<file path="src/rtl/pv_avg_filter.sv">
// pv_avg_filter: moving-average filter for the process-variable sample stream.
// Keeps a circular window of 2^DEPTH_LOG2 samples and a running sum, and
// emits the truncated average one clock after each accepted input strobe.
// Optional build macro: PV_FILTER_PRIME_EN -- the first sample after reset
// fills the whole window, so the first output equals that sample.
module pv_avg_filter #(
  parameter int unsigned DEPTH_LOG2 = 2
) (
  input  logic       clk,
  input  logic       reset,
  input  logic       in_stb,
  input  logic [7:0] in_pv,
  output logic       out_stb,
  output logic [7:0] out_pv,
  output logic       out_full
);

  localparam int unsigned DEPTH  = 1 << DEPTH_LOG2;
  localparam int unsigned SUM_W  = 8 + DEPTH_LOG2;
  localparam int unsigned FILL_W = DEPTH_LOG2 + 1;

  logic [7:0]            r_buf [DEPTH];
  logic [DEPTH_LOG2-1:0] r_wptr;
  logic [SUM_W-1:0]      r_sum;
  logic [FILL_W-1:0]     r_fill;
  logic                  r_out_stb;
  logic [7:0]            r_out_pv;
  logic                  r_out_full;

  logic [7:0]            w_old;
  logic [SUM_W-1:0]      w_sum_upd;
  logic [SUM_W-1:0]      w_sum_next;
  logic [FILL_W-1:0]     w_fill_upd;
  logic [FILL_W-1:0]     w_fill_next;
  logic                  w_accept;
  logic                  w_prime;

  assign w_accept = in_stb && !reset;
  assign w_old    = r_buf[r_wptr];

  // Running-sum update: the result always fits in SUM_W bits, so modular
  // intermediate arithmetic yields the exact value.
  assign w_sum_upd  = r_sum + SUM_W'(in_pv) - SUM_W'(w_old);
  assign w_fill_upd = (r_fill == FILL_W'(DEPTH)) ? r_fill : r_fill + FILL_W'(1);

`ifdef PV_FILTER_PRIME_EN
  logic r_primed;

  assign w_prime     = in_stb && !r_primed;
  assign w_sum_next  = w_prime ? (SUM_W'(in_pv) << DEPTH_LOG2) : w_sum_upd;
  assign w_fill_next = w_prime ? FILL_W'(DEPTH) : w_fill_upd;

  // Tracks whether the window has been primed since reset.
  always_ff @(posedge clk) begin
    if (reset) begin
      r_primed <= 1'b0;
    end else if (in_stb) begin
      r_primed <= 1'b1;
    end
  end
`else
  assign w_prime     = 1'b0;
  assign w_sum_next  = w_sum_upd;
  assign w_fill_next = w_fill_upd;
`endif

  // Sample window storage; priming broadcasts the first sample to every entry.
  always_ff @(posedge clk) begin
    if (reset) begin
      for (int unsigned i = 0; i < DEPTH; i++) begin
        r_buf[DEPTH_LOG2'(i)] <= 8'h00;
      end
    end else if (in_stb) begin
      if (w_prime) begin
        for (int unsigned i = 0; i < DEPTH; i++) begin
          r_buf[DEPTH_LOG2'(i)] <= in_pv;
        end
      end else begin
        r_buf[r_wptr] <= in_pv;
      end
    end
  end

  // Pointer, sum, fill count and registered outputs.
  always_ff @(posedge clk) begin
    if (reset) begin
      r_wptr     <= '0;
      r_sum      <= '0;
      r_fill     <= '0;
      r_out_stb  <= 1'b0;
      r_out_pv   <= 8'h00;
      r_out_full <= 1'b0;
    end else begin
      r_out_stb <= w_accept;
      if (in_stb) begin
        r_wptr     <= r_wptr + DEPTH_LOG2'(1);
        r_sum      <= w_sum_next;
        r_fill     <= w_fill_next;
        r_out_pv   <= 8'(w_sum_next >> DEPTH_LOG2);
        r_out_full <= (w_fill_next == FILL_W'(DEPTH));
      end
    end
  end

  assign out_stb  = r_out_stb;
  assign out_pv   = r_out_pv;
  assign out_full = r_out_full;

endmodule

</file>
<file path="config.mk">
export PLATFORM = sky130hd
export DESIGN_NAME = pv_avg_filter
export DESIGN_NICKNAME = d
export VERILOG_FILES = /design/src/rtl/pv_avg_filter.sv
export SDC_FILE = /design/constraint.sdc
export NUM_CORES = 1
export LEC_CHECK = 0
export CAP_MARGIN = 40
export CORE_UTILIZATION = 55
export CTS_CLUSTER_DIAMETER = 30
export DETAILED_ROUTE_END_ITERATION = 7
export PLACE_DENSITY = 0.78
export SYNTH_ARGS = -nofsm -noshare
export SYNTH_HDL_FRONTEND = slang
export SYNTH_SLANG_ARGS = --single-unit
export TNS_END_PERCENT = 30
</file>
<file path="constraint.sdc">
create_clock -name clk -period 4.8 [get_ports clk]
set_clock_uncertainty 0.15 [all_clocks]
set_input_delay 0.48 -clock clk [delete_from_list [all_inputs] [get_ports clk]]
set_output_delay 0.48 -clock clk [all_outputs]
set_load 0.05 [all_outputs]
</file>
==> run_results.csv, run 1 <==
group,metric,value,unit
worst_setup_path,crit_path_end_kind,"flop",
global_routing,met3_usage,5.03,%
timing,finalCritPeriodShare,71.7,%
worst_setup_path,reg2reg_depth,9,
logic_synthesis,synth_async_sr_flop_share,0,%
logic_synthesis,syn-num-nets,302,
routing,wl_per_cell,15.2,µm
run,drv_cap,0,
floorplan,ios,21,
timing,rsz0062_at_grt,"no",
logic_synthesis,ys.warnings.count,0,
clocking,cts_hold_buf,0,
routing,postRouteAntennaNets,0,
run_status,outcome,"finished clean",
clocking,cts.sinks,51,
pwr,power_density,518,nW/µm²
clocking,cts_made_buffers,5,
worst_setup_path,cp_data_required_time,4.83,ns
final_layout,final_cell_mix,"39 x inv_1, 32 x edfxtp_1, 20 x nor2_1, 20 x clkdlybuf4s50_1, 19 x dfxtp_1",
placement,place_hpwl,3850,µm
logic_synthesis,synth_area,2970,µm²
timing,tightest_slew,0.529,ns
routing,drt_first_iter_violations,95,
min_path,hold_path_depth,2,
placement,port_buffers,20,
min_path,hold_path.class,"reg2reg",
timing,fin_ws,1.36,ns
final_layout,antenna_cells,0,
clocking,path_clk_slew,0.10,ns
timing,final-hold-violation-count,0,
clocking,root_buffer,"clkbuf_8",
global_routing,grt_overflow,0,
clocking,postCtsSetupBuffers,0,
logic_synthesis,synth_edf_count,32,
global_routing,grt.met1_usage,26.9,%
min_path,hold_start,"r_sum[1]$_SDFFE_PP0P_",
routing,vias_per_cell,5.42,
pwr,p_leak,1.32,nW
placement,preCtsSetupSlack,1.33,ns
global_routing,antenna_found_initial,0,
routing,drc,0,
global_routing,grt_pass1_vias,1903,
routing,wl,5340,µm
placement,gp_congestion,0.767,
logic_synthesis,syn_inst,271,
logic_synthesis,seq_area_frac_synth,45.2,%
floorplan,core-area,5140,µm²
worst_setup_path,cp-start-kind,"flop",
floorplan,die_area,5690,µm²
floorplan,dieWidth,75.5,µm
timing,finalSetupViolCount,0,
timing,slew_violations,0,
worst_setup_path,cp.arrival,3.47,ns
timing,period_needed,3.44,ns
floorplan,die_h,75.5,µm
worst_setup_path,crit_type,"reg2reg",
timing,timing.fmax,291,MHz
clocking,clk_latency,0.30,ns
logic_synthesis,synth_area_per_cell,11.0,µm²
global_routing,grt_max_degree,33,
worst_setup_path,reg2reg_to,"r_sum[8]$_SDFFE_PP0P_",
global_routing,grt_pass1_wl,8850,µm
routing,vias,1909,
floorplan,start_util,57.7,%
worst_setup_path,ff2ff_setup_slack,1.36,ns
global_routing,gr-max-usage-layer,"met2",
logic_synthesis,synth_ff_type,"edfxtp_1",
routing,dr.pass1.iters,4,
global_routing,met2_usage,36.6,%
final_layout,layout_commonest_cell,"inv_1",
clocking,clock_path_buffers,2,
worst_setup_path,crit_path_max_fanout,8,
global_routing,track_usage,21.5,%
min_path,hold_end,"r_sum[1]$_SDFFE_PP0P_",
floorplan,std_cell_rows,26,
clocking,cts_max_level,2,
timing,final.setup.tns,0,ns
final_layout,syn_to_final_growth,10.5,%
final_layout,nNetsFinal,312,
final_layout,drive_gt1_share,11.3,%
timing,slew_headroom,64.6,%
logic_synthesis,ys_ff_latch,51,
pwr,ir_drop,0.265,mV
clocking,ctsResizeCount,0,
clocking,tritoncts,"done",
logic_synthesis,synth_cell_type_count,52,
final_layout,n_fill_cell,445,
-- sequential cells by signal, indices dropped and copies added (netlist names), named ones only --
signal,flops
r_buf,32
r_sum,10
r_fill,3
r_wptr,2
out_full,1
out_stb,1
-- power breakdown --
group / internal [W] / total (W) / switching (W) / leakage (nW)
logic: 0.000344 / 0.000824 / 0.000480 / 0.783
registers: 0.000526 / 0.000572 / 0.0000461 / 0.490
clock network: 0.000156 / 0.000302 / 0.000146 / 0.0514
-- area by class of cell --
| type | count | area (µm²) | area share, % |
|---|---|---|---|
| clock buffers | 6 | 72.6 | 2.21 |
| inverters | 40 | 150 | 4.58 |
| clock inverters | 2 | 37.5 | 1.15 |
| flip-flops and latches | 51 | 1340 | 40.9 |
| well taps | 70 | 87.6 | 2.67 |
| multi-input cells | 160 | 1370 | 41.7 |
| repair buffers | 23 | 223 | 6.79 |
-- cells by family after synthesis --
kind of cell | share of synthesized area (%)
compound gates | 7.59
xor+xnor | 1.48
fa+ha+maj | 10.5
buf+inv | 8.77
flops | 45.2
mux | 9.61
simple gates | 16.9
-- worst max-delay path: stages (launching register included) --
cell and delay, ns:
dfxtp_1 0.65, mux4_2 0.59, fa_1 0.49, inv_1 0.04
ha_1 0.34, nor2b_1 0.16, o31a_1 0.28, o41ai_2 0.28
mux2i_1 0.24, o311ai_1 0.11
-- routing by layer --
layer / routed length [µm] / vias up
li1: - / 953
met1: 2350 / 893
met2: 2630 / 57
met3: 312 / 6
met4: 56 / 0
met5: 0 / -
-- how the worst max path moves through the flow --
stage	start	to	slack, ns
2_1_floorplan	flop	r_sum[8]$_SDFFE_PP0P_	1.67
3_3_place_gp	flop	r_sum[8]$_SDFFE_PP0P_	1.42
3_5_place_dp	flop	r_sum[8]$_SDFFE_PP0P_	1.33
4_1_cts	flop	r_sum[8]$_SDFFE_PP0P_	1.30
5_1_grt	flop	r_sum[8]$_SDFFE_PP0P_	1.17
6_report	flop	r_sum[8]$_SDFFE_PP0P_	1.36
-- through the flow --
step           utilization [%]  total power, W  std cells  hold slack (ns)  instance area, µm²
2_1_floorplan                -         0.00127        271            0.306                2970
3_3_place_gp              61.6         0.00139        344            0.315                3170
3_5_place_dp              61.6         0.00141        344            0.341                3170
4_1_cts                   63.8         0.00171        352            0.362                3280
5_1_grt                   63.8         0.00182        352            0.381                3280
6_report                  63.8         0.00170        352            0.355                3280
-- Yosys cell counts (3+ instances only) --
| cell | n | share of area, % |
|---|---|---|
| a21oi_1 | 9 | 1.5 |
| and2_1 | 18 | 3.8 |
| buf_1 | 6 | 0.76 |
| buf_2 | 4 | 0.67 |
| buf_4 | 8 | 2.0 |
| dfxtp_1 | 19 | 13 |
| edfxtp_1 | 32 | 32 |
| fa_1 | 8 | 5.4 |
| ha_1 | 12 | 5.1 |
| inv_1 | 39 | 4.9 |
| mux2i_1 | 9 | 3.0 |
| mux4_2 | 8 | 6.1 |
| nand2_1 | 8 | 1.0 |
| nand3_1 | 4 | 0.67 |
| nand4_1 | 3 | 0.63 |
| nor2_1 | 20 | 2.5 |
| nor3_1 | 3 | 0.51 |
| nor3b_1 | 5 | 1.3 |
| nor4_1 | 7 | 1.5 |
| o21a_1 | 5 | 1.3 |
| o21ai_0 | 3 | 0.51 |
| xnor2_1 | 4 | 1.2 |
Note: power is estimated with default switching activity, not from simulation.
==> inputs of run 2 (changes only) <==
Settings changed: CORE_UTILIZATION 55 to 53, PLACE_DENSITY 0.78 to 0.79.
Clock period 4.8 ns to 2.95 ns, I/O delays scaled along.
==> run_results.csv, run 2 (synthesis gave the netlist of run 1 again) <==
group,metric,value,unit
floorplan,die_area,5900,µm²
final_layout,syn_to_final_growth,17.7,%
timing,slew_violations,0,
final_layout,largest_reg_flops,32,
global_routing,grt_max_degree,26,
final_layout,seq_area,1340,µm²
pwr,ir_drop,0.414,mV
worst_setup_path,critPathMaxStageDelay,0.51,ns
routing,vias,2046,
worst_setup_path,reg2reg_depth,10,
final_layout,layout_commonest_cell,"inv_1",
floorplan,start_util,56.7,%
floorplan,dieWidth,76.8,µm
global_routing,grt_pass1_wl,9890,µm
placement,preCtsSetupSlack,-0.224,ns
worst_setup_path,cp_top_family,"adder cells",
worst_setup_path,crit_path_end_kind,"flop",
worst_setup_path,cpMaxStageDelayCell,"fa_1",
timing,finalCritPeriodShare,104,%
worst_setup_path,cp-start-kind,"flop",
placement,place_hpwl,4310,µm
clocking,clk_latency,0.30,ns
routing,dr.pass1.iters,4,
pwr,p_leak,1.41,nW
routing,drt_first_iter_violations,125,
run,drv_cap,0,
clocking,cts.sinks,51,
final_layout,n_fill_cell,399,
worst_setup_path,cp_data_required_time,2.99,ns
floorplan,die_h,76.8,µm
final_layout,finish.utilization,66.7,%
worst_setup_path,cp.depth,10,
timing,fin_ws,-0.123,ns
final_layout,multi_input_area,1460,µm²
timing,finalSetupViolCount,3,
global_routing,grt_pass1_vias,2156,
worst_setup_path,cp_cell_sequence,"buf_12, mux4_2, fa_1, inv_2, ha_4, nor2b_1, o31a_1, o41ai_2, mux2i_1, o311ai_1",
min_path,hold_path.class,"reg2reg",
final_layout,top_register,"r_buf",
worst_setup_path,path_buf_inv,2,
placement,port_buffers,20,
clocking,clock_path_buffers,2,
floorplan,ios,21,
pwr,power_density,869,nW/µm²
min_path,hold_path_depth,2,
timing,rsz0062_at_grt,"yes",
timing,final-hold-violation-count,0,
routing,wl_per_cell,15.9,µm
routing,wl,5850,µm
worst_setup_path,ff2ff_setup_slack,-0.12,ns
final_layout,final_cell_mix,"37 x inv_1, 32 x edfxtp_1, 20 x clkdlybuf4s50_1",
global_routing,track_usage,21.7,%
floorplan,std_cell_rows,26,
timing,tightest_slew,0.503,ns
floorplan,core-area,5240,µm²
final_layout,antenna_cells,0,
timing,period_needed,3.07,ns
routing,vias_per_cell,5.56,
timing,timing.fmax,325,MHz
routing,drc,0,
worst_setup_path,crit_path_max_fanout,6,
global_routing,grt_overflow,0,
clocking,cts_max_level,2,
run_status,violations,"negative setup slack",
timing,slew_headroom,66.4,%
worst_setup_path,crit_type,"reg2reg",
final_layout,nNetsFinal,328,
clocking,root_buffer,"clkbuf_8",
clocking,path_clk_slew,0.10,ns
worst_setup_path,cp.arrival,3.11,ns
final_layout,drive_gt1_share,20.8,%
timing,final.setup.tns,-0.174,ns
clocking,tritoncts,"done",
global_routing,antenna_found_initial,0,
final_layout,largest_registers,"r_buf: 32 flops, r_sum: 10 flops, r_fill: 3 flops",
routing,postRouteAntennaNets,0,
placement,gp_congestion,0.773,
clocking,cts_made_buffers,5,
run_status,outcome,"finished with violations",
==> run 2: cell types whose count changed in the layout (fill, tap and decap cells not counted), sizes merged <==
cell | previous run | this run
buf | 3 | 19
bufinv | 1 | 0
inv | 40 | 41
==> run 2: final cells by class <==
type	count	area share (%)
clock buffers	6	2.08
clock inverters	2	0.466
inverters	40	4.30
multi-input cells	160	41.7
flip-flops and latches	51	38.4
well taps	70	2.51
repair buffers	39	10.5
==> run 2: worst paths after layout <==
| check | from | end |
|---|---|---|
| worst max register to register | flop | r_sum[8]$_SDFFE_PP0P_ |
| worst min register to register | r_sum[1]$_SDFFE_PP0P_ | r_sum[1]$_SDFFE_PP0P_ |
| worst max-delay path | flop | r_sum[8]$_SDFFE_PP0P_ |
| worst min-delay path | r_sum[1]$_SDFFE_PP0P_ | r_sum[1]$_SDFFE_PP0P_ |
==> run 2: routing by layer <==
| layer | track usage, % | part of all wire [%] | up-vias |
|---|---|---|---|
| met5 | 0 | 0 | - |
| met4 | 7.50 | 0.79 | 0 |
| met3 | 4.05 | 3.5 | 4 |
| met2 | 39.1 | 53 | 54 |
| met1 | 25.7 | 43 | 1002 |
| li1 | - | - | 986 |
==> run 2: worst min-delay path: stages (launching register included) <==
cell	delay, ns
dfxtp_1	0.32
nor2_1	0.08
a211oi_1	0.05
==> run 2: repair_timing <==
| item | 4_1_cts | 5_1_grt |
|---|---|---|
| gates resized for setup | 12 | 5 |
| setup buffers | 0 | 0 |
| pin swaps | 6 | 0 |
| endpoints found under the setup margin | 5 | 6 |
| hold buffers | 0 | 0 |
| cloned | 0 | 0 |
==> run 2: where the power goes <==
| part | internal (W) | switching [W] | total, W |
|---|---|---|---|
| Combinational | 0.000784 | 0.000915 | 0.00170 |
| Clock | 0.000171 | 0.000240 | 0.000411 |
| Sequential | 0.000857 | 0.0000708 | 0.000928 |
==> run 2: per-stage QoR <==
| stage | hold WS, ns | instances | power [W] | area [µm²] |
|---|---|---|---|---|
| finish | 0.339 | 368 | 0.00304 | 3490 |
| global route | 0.374 | 368 | 0.00324 | 3490 |
| CTS | 0.345 | 368 | 0.00300 | 3480 |
| detailed placement | 0.330 | 360 | 0.00246 | 3330 |
| global placement | 0.317 | 360 | 0.00240 | 3330 |
| floorplan | 0.306 | 271 | 0.00208 | 2990 |
==> inputs of run 3 (changes only) <==
Settings changed: CORE_MARGIN from default to 2, TNS_END_PERCENT 30 to default.
==> run_results.csv, run 3 (synthesis gave the netlist of run 1 again) <==
group,metric,value,unit
routing,wl,5910,µm
final_layout,nNetsFinal,334,
pwr,ir_drop,0.401,mV
worst_setup_path,crit_path_end_kind,"flop",
pwr,p_seq_share,30.2,%
final_layout,antenna_cells,0,
pwr,switching_share,40.3,%
final_layout,largest_reg_flops,32,
worst_setup_path,cp-start-kind,"flop",
worst_setup_path,cp.arrival,3.16,ns
global_routing,antenna_found_initial,0,
placement,port_buffers,20,
global_routing,grt_pass1_wl,9570,µm
clocking,root_buffer,"clkbuf_8",
timing,rsz0062_at_grt,"yes",
floorplan,die_h,78.8,µm
final_layout,final_area,3510,µm²
timing,fin_ws,-0.174,ns
global_routing,met2_usage,36.2,%
final_layout,finish.utilization,64.2,%
placement,place_hpwl,4210,µm
pwr,p_int,0.00184,W
timing,final-hold-violation-count,0,
global_routing,grt_max_degree,32,
floorplan,core-area,5470,µm²
worst_setup_path,crit_type,"reg2reg",
pwr,power_density,876,nW/µm²
clocking,clk_latency,0.31,ns
timing,finalSetupViolCount,5,
clocking,path_clk_slew,0.10,ns
clocking,cts_max_level,2,
final_layout,syn_to_final_growth,18.4,%
timing,slew_violations,0,
final_layout,multi_input_area,1450,µm²
pwr,p_leak,1.43,nW
global_routing,met3_usage,4.20,%
final_layout,top_register,"r_buf",
global_routing,track_usage,20.1,%
final_layout,n_fill_cell,440,
clocking,cts_hold_buf,0,
pwr,power_switching,0.00124,W
run,drv_cap,0,
routing,wl_per_cell,15.7,µm
run_status,outcome,"finished with violations",
timing,timing.fmax,320,MHz
pwr,power_frac_comb,56.0,%
floorplan,die_area,6210,µm²
timing,finalCritPeriodShare,106,%
final_layout,seq_area,1340,µm²
floorplan,dieWidth,78.8,µm
timing,period_needed,3.12,ns
worst_setup_path,cp_data_required_time,2.99,ns
timing,tightest_slew,0.499,ns
global_routing,gr-max-usage-layer,"met2",
final_layout,drive_gt1_share,22.4,%
min_path,hold_path.class,"reg2reg",
run_status,violations,"negative setup slack",
routing,drc,0,
global_routing,grt_overflow,0,
routing,vias_per_cell,5.46,
clocking,tritoncts,"done",
clocking,clock_path_buffers,2,
floorplan,ios,21,
placement,preCtsSetupSlack,-0.214,ns
global_routing,grt.met1_usage,23.7,%
routing,dr.pass1.iters,4,
final_layout,layout_commonest_cell,"inv_1",
timing,slew_headroom,66.7,%
floorplan,std_cell_rows,27,
routing,drt_first_iter_violations,83,
clocking,cts_made_buffers,5,
clocking,cts.sinks,51,
placement,dpl_cell_area,3330,µm²
final_layout,largest_registers,"r_buf: 32 flops, r_sum: 10 flops, r_fill: 3 flops",
placement,gp_congestion,0.831,
routing,vias,2053,
floorplan,start_util,54.2,%
global_routing,grt_pass1_vias,2021,
worst_setup_path,crit_path_max_fanout,3,
pwr,p_clk_share,13.9,%
routing,postRouteAntennaNets,0,
final_layout,final_cell_mix,"38 x inv_1, 32 x edfxtp_1, 24 x buf_4",
-- run 3: critical path: stages (launching register included) --
cell and delay (ns):
dfxtp_2 0.35, buf_6 0.11, mux4_2 0.51, fa_1 0.55
buf_4 0.12, fa_2 0.21, nor2b_2 0.05, o31a_1 0.34
o41ai_2 0.28, mux2i_1 0.23, o311ai_1 0.11
-- run 3: timing repair --
item,in CTS,in global routing
endpoints found under the setup margin,6,6
resized for setup,7,9
gates cloned,0,0
pin swaps,9,2
buffers inserted,2,0
-- run 3: final cells by class --
| cell class | count | area share (%) |
|---|---|---|
| Tap cell | 72 | 2.56 |
| Sequential cell | 51 | 38.2 |
| Clock inverter | 3 | 0.641 |
| Clock buffer | 5 | 1.96 |
| Multi-Input combinational cell | 160 | 41.2 |
| Timing Repair Buffer | 45 | 11.1 |
| Inverter | 40 | 4.27 |
-- run 3: per-stage QoR --
stage / power (W) / TNS [ns] / std cells / hold slack [ns]
6_report: 0.00308 / -0.486 / 376 / 0.342
5_1_grt: 0.00327 / -1.14 / 376 / 0.385
4_1_cts: 0.00296 / -0.553 / 376 / 0.344
3_5_place_dp: 0.00248 / -0.882 / 366 / 0.330
3_3_place_gp: 0.00242 / -0.395 / 366 / 0.317
2_1_floorplan: 0.00208 / -0.0775 / 271 / 0.306
-- run 3: final timing paths --
check,start,endpoint,slack (ns),cells past startpoint
hold / removal,r_sum[1]$_SDFFE_PP0P_,r_sum[1]$_SDFFE_PP0P_,0.34,2
setup reg to reg,flop,r_sum[8]$_SDFFE_PP0P_,-0.17,10
setup / recovery,flop,r_sum[8]$_SDFFE_PP0P_,-0.17,10
hold reg to reg,r_sum[1]$_SDFFE_PP0P_,r_sum[1]$_SDFFE_PP0P_,0.34,2
-- run 3: power by group through the flow --
| stage | clock [W] | combinational, W | sequential [W] |
|---|---|---|---|
| final | 0.000428 | 0.00172 | 0.000929 |
| after global routing | 0.000455 | 0.00188 | 0.000942 |
| after CTS | 0.000431 | 0.00160 | 0.000928 |
| after detailed placement | 0 | 0.00153 | 0.000944 |
| after global placement | 0 | 0.00149 | 0.000940 |
| after floorplan | 0 | 0.00117 | 0.000915 |
-- run 3: layer usage --
metal	up-vias	share of wire (%)
met3	8	3.7
met4	0	1.3
met5	-	0
met2	45	53
met1	997	42
li1	1003	-
